<file path="config.mk">
export PLATFORM = sky130hd
export DESIGN_NAME = alu_sseg_scan
export DESIGN_NICKNAME = d
export VERILOG_FILES = /design/src/rtl/alu_sseg_scan.sv
export SDC_FILE = /design/constraint.sdc
export NUM_CORES = 1
export LEC_CHECK = 0
export BUFFER_PORTS_ARGS = -buffer_cell sky130_fd_sc_hd__buf_2
export CAP_MARGIN = 20
export CELL_PAD_IN_SITES_DETAIL_PLACEMENT = 1
export CELL_PAD_IN_SITES_GLOBAL_PLACEMENT = 1
export CORE_UTILIZATION = 49
export DETAILED_ROUTE_END_ITERATION = 12
export PLACE_DENSITY_LB_ADDON = 0.2
export SLEW_MARGIN = 20
export SYNTH_ARGS = -nofsm -noshare
export SYNTH_HDL_FRONTEND = slang
export SYNTH_SLANG_ARGS = --single-unit
</file>
<file path="constraint.sdc">
create_clock -name clk -period 5.58 [get_ports clk]
set_clock_uncertainty 0.1 [all_clocks]
set_input_delay 0.837 -clock clk [delete_from_list [all_inputs] [get_ports clk]]
set_output_delay 0.837 -clock clk [all_outputs]
set_load 0.02 [all_outputs]
</file>
<file path="src/rtl/alu_sseg_scan.sv">
// alu_sseg_scan: add/subtract two operands, convert to BCD by shift-add-3, show on a multiplexed 7-segment display
module alu_sseg_scan #(
  parameter int WIDTH    = 8,
  parameter int DIGITS   = 4,
  parameter int SCAN_DIV = 50000
) (
  input  logic              clk,
  input  logic              reset,
  input  logic [WIDTH-1:0]  op_a,
  input  logic [WIDTH-1:0]  op_b,
  input  logic              sub,
  input  logic              start,
  output logic              busy,
  output logic              done,
  output logic              neg,
  output logic              ovf,
  output logic [6:0]        sseg,
  output logic [DIGITS-1:0] an
);
  localparam int MD = DIGITS - 1;
  localparam int NB = MD + (WIDTH + 3) / 3;
  localparam int CW = $clog2(WIDTH + 1);
  localparam int IW = $clog2(DIGITS);
  localparam int PW = $clog2(SCAN_DIV);
  localparam logic [1:0] IDLE = 2'd0, CONV = 2'd1, DONE = 2'd2;
  localparam logic [6:0] BLANK = 7'b1111111, DASH = 7'b0111111;
  localparam logic [IW-1:0] LAST_I = IW'(DIGITS - 1);
  localparam logic [PW-1:0] LAST_P = PW'(SCAN_DIV - 1);
  logic [1:0]        state;
  logic [CW-1:0]     cnt;
  logic [WIDTH:0]    sh, mag_in, ea, eb;
  logic [4*NB-1:0]   bcd, adj;
  logic              neg_c, lz;
  logic [4*MD-1:0]   disp;
  logic [PW-1:0]     presc;
  logic [IW-1:0]     idx;
  logic [3:0]        nib;
  logic [6:0]        pat;
  function automatic logic [6:0] seg7(input logic [3:0] d);
    case (d)
      4'd0: seg7 = 7'b1000000;
      4'd1: seg7 = 7'b1111001;
      4'd2: seg7 = 7'b0100100;
      4'd3: seg7 = 7'b0110000;
      4'd4: seg7 = 7'b0011001;
      4'd5: seg7 = 7'b0010010;
      4'd6: seg7 = 7'b0000010;
      4'd7: seg7 = 7'b1111000;
      4'd8: seg7 = 7'b0000000;
      4'd9: seg7 = 7'b0010000;
      default: seg7 = BLANK;
    endcase
  endfunction
  assign busy = state != IDLE;
  assign ea = {1'b0, op_a};
  assign eb = {1'b0, op_b};
  assign mag_in = !sub ? ea + eb : ea >= eb ? ea - eb : eb - ea;
  always_comb begin
    adj = bcd;
    for (int i = 0; i < NB; i++)
      adj[4*i+:4] = bcd[4*i+:4] > 4'd4 ? bcd[4*i+:4] + 4'd3 : bcd[4*i+:4];
  end
  // Digit 0 is never blanked, so a zero magnitude still shows a single '0'.
  always_comb begin
    nib = 4'(disp >> (4 * idx));
    lz  = idx != '0 && (disp >> (4 * idx)) == '0;
    pat = ovf ? DASH : idx == LAST_I ? (neg ? DASH : BLANK) : lz ? BLANK : seg7(nib);
  end
  always_ff @(posedge clk) begin
    if (reset) begin
      state <= IDLE;
      cnt   <= '0;
      sh    <= '0;
      bcd   <= '0;
      neg_c <= 1'b0;
      done  <= 1'b0;
      neg   <= 1'b0;
      ovf   <= 1'b0;
      disp  <= '0;
      presc <= '0;
      idx   <= '0;
      an    <= '1;
      sseg  <= BLANK;
    end else begin
      done <= state == DONE;
      if (state == IDLE && start) begin
        state <= CONV;
        cnt   <= '0;
        sh    <= mag_in;
        bcd   <= '0;
        neg_c <= sub && op_a < op_b;
      end
      if (state == CONV) begin
        {bcd, sh} <= {adj, sh} << 1;
        cnt       <= cnt + 1'b1;
        if (cnt == CW'(WIDTH)) state <= DONE;
      end
      if (state == DONE) begin
        state <= IDLE;
        disp  <= bcd[4*MD-1:0];
        neg   <= neg_c;
        ovf   <= |bcd[4*NB-1:4*MD];
      end
      presc <= presc == LAST_P ? '0 : presc + 1'b1;
      if (presc == LAST_P) begin
        an   <= ~(DIGITS'(1) << idx);
        sseg <= pat;
        idx  <= idx == LAST_I ? '0 : idx + 1'b1;
      end
    end
  end
endmodule

</file>
==> flow_metrics.tcl <==
set metrics [dict create \
    status "finished clean" \
    wl_per_cell_um 16.42 \
    p_comb_share_pct 14.5 \
    cts_tree "yes" \
    viasPerCell 5.720 \
    finalCriticalPeriod_ns 2.874 \
    layout-drive-gt1-share_pct 10.49 \
    cts_buffer_depth 2 \
    synth_flop_cell "dfxtp_1" \
    n_antenna_cell 0 \
    finalHoldViolCount 0 \
    core_region_area_um2 9955 \
    cp_max_fo 13 \
    crit_path_start_kind "input pin" \
    cts_resized 0 \
    synth.top_cells.by_area "dfxtp_1 33%, ha_1 10%, a21oi_1 6.4%" \
    hp-start "an[1]" \
    overflow 0 \
    crit_arrival_ns 3.02 \
    cts.sinks 84 \
    drv_cap 0 \
    synth-edff-count 0 \
    area_growth_pct 8.447 \
    yosysMostFrequentCell "dfxtp_1" \
    seqPwrFrac_pct 48.7 \
    p_per_area_nw_per_um2 229.1 \
    path_clk_slew_ns 0.08 \
    synth.avg_cell_area_um2 7.800 \
    finalWeightedCongestion 0.8432 \
    synth_cell_types 63 \
    htree_levels 3 \
    start_util_pct 51.48 \
    drt_wl_total_um 13300 \
    root_buffer "clkbuf_8" \
    end_kind "flip-flop" \
    nNetsFinal 736 \
    ys_seq_area_share_pct 32.81 \
    grt_max_degree 47 \
    grt_setup_unrepaired "no" \
    slew_headroom_pct 36.84 \
    min_path_type "reg -> reg" \
    ys_warn_count 0 \
    cp-startpoint "op_a[6]" \
    die_h_um 104.3 \
    post-cts-setup-buffers 0 \
    final.period_utilization_pct 51.51 \
    gr-usage-all-layers_pct 25.96 \
    cts_hold_buf 0 \
    p_int_w 0.0009102 \
    antenna_found_initial 0 \
    finalSetupTns_ns 0 \
    sw_frac_of_total_pct 28.51 \
    worstMarginPinSlew_ns 0.9455 \
    p_leak_nw 2.144 \
    syn-num-nets 721 \
    grt_first_pass_wirelength_um 22960 \
    portBuffers 34 \
    rows 36 \
    clk_latency_ns 0.38 \
    vias 4633 \
    dieArea_um2 10870 \
    p_clk_share_pct 36.7 \
    numCtsBuffers 9 \
    ios 35 \
    finalSetupViolations 0 \
    drt_iter0_drc 223 \
    slew_viol_final 0 \
    grt_pass1_vias 4690 \
    synth_top_cell_by_area "dfxtp_1" \
    synthCells 657 \
    drc 0 \
    final_cell_area_um2 5558 \
    die_w_um 104.3 \
    synth_area_um2 5125 \
    required_ns 5.73 \
    yosys-top-cells-count "84 x dfxtp_1, 74 x nor2_1, 66 x a21oi_1, 64 x nand2_1, 53 x inv_1" \
    reg2reg_from "idx[0]" \
    fmax_ghz 0.3479 \
    postRouteAntennaNets 0 \
    async_flop_share_pct 0 \
    yosysTopAreaCellShare_pct 32.81 \
    criticalPathCategory "in -> reg" \
    hpwl_um 9635 \
    p_sw_w 0.0003630 \
    place_area_um2 5348 \
    dr.pass1.iters 4 \
    vdd_ir_drop_max_v 0.00009757 \
    synth_seq_cells 84 \
]
## power groups by stage
stage	Clock (W)	Combinational (W)	Sequential, W
final	0.000468	0.000185	0.000621
after global routing	0.000502	0.000206	0.000623
after CTS	0.000475	0.000184	0.000620
after detailed placement	0	0.000183	0.000634
after global placement	0	0.000175	0.000633
after floorplan	0	0.000132	0.000631
## metrics by stage
| stage | std cells | util (%) | power, W | hold WS [ns] | worst slack [ns] |
|---|---|---|---|---|---|
| final | 810 | 55.83 | 0.001273 | 0.3629 | 2.706 |
| after global routing | 810 | 55.83 | 0.001330 | 0.3902 | 2.532 |
| after CTS | 810 | 55.83 | 0.001280 | 0.3686 | 2.719 |
| after detailed placement | 794 | 53.72 | 0.0008169 | 0.3488 | 2.325 |
| after global placement | 794 | 53.72 | 0.0008087 | 0.3397 | 2.449 |
| after floorplan | 657 | - | 0.0007627 | 0.3262 | 2.753 |
## state kept, by name (all words and copies together), names as in the netlist, 4 cells and up
| signal | flops |
|---|---|
| an | 4 |
| bcd | 24 |
| cnt | 4 |
| disp | 12 |
| presc | 16 |
| sh | 9 |
| sseg | 7 |
## routing by layer
| layer | GRT usage, % | vias up | wire length [um] |
|---|---|---|---|
| met1 | 33.22 | 2245 | 6162 |
| met2 | 43.99 | 61 | 6574 |
| met3 | 4.887 | 20 | 367 |
| li1 | - | 2307 | - |
| met5 | 0 | - | 0 |
| met4 | 7.959 | 0 | 198 |
## critical path: stages
cell,delay [ns]
buf_2,0.11
inv_1,0.04
ha_1,0.48
and3_1,0.30
nand3_1,0.09
o211ai_1,0.25
buf_4,0.24
nor4b_1,0.07
a2111oi_0,0.48
nor4_1,0.10
## placed cells by master (no fill, tap or decap), types with 9 or more instances in the layout
cell,netlist,layout
dfxtp_1,84,84
mux2i_1,9,9
nand3_1,22,22
a21oi_1,66,66
nor4_1,11,11
nor3_1,15,15
nand2_1,64,64
buf_2,4,34
inv_1,53,53
or3_1,10,10
nor2_1,74,73
ha_1,41,41
xnor2_1,10,10
o21ai_0,32,32
a22oi_1,18,18
clkbuf_8,0,11
## final timing paths
check | endpoint | slack [ns] | cells after the start
worst max-delay path | sh[8] | 2.71 | 10
worst min-delay path | an[1] | 0.36 | 1
worst max register to register | sseg[2] | 2.80 | 6
worst min register to register | an[1] | 0.36 | 1
## cell families after synthesis
kind of cell | Yosys count | share of synthesized area, %
AOI/OAI and AO/OA | 171 | 20.75
muxes | 14 | 2.856
and+or+nand+nor | 238 | 22.49
xor gates and xnor gates | 17 | 2.905
adders and majority gates | 44 | 11.18
buffers and inverters | 89 | 7.007
DFF | 84 | 32.81
## cell type report
| cell class | count | area (um^2) |
|---|---|---|
| fillers | 1308 | 4397 |
| multi-input cells | 484 | 3089 |
| flip-flops and latches | 84 | 1682 |
| repair buffers | 39 | 207.7 |
| inverters | 54 | 202.7 |
| well taps | 133 | 166.4 |
| clock buffers | 11 | 151.4 |
| clock inverters | 5 | 58.81 |
(Power assumes the default switching activity.)
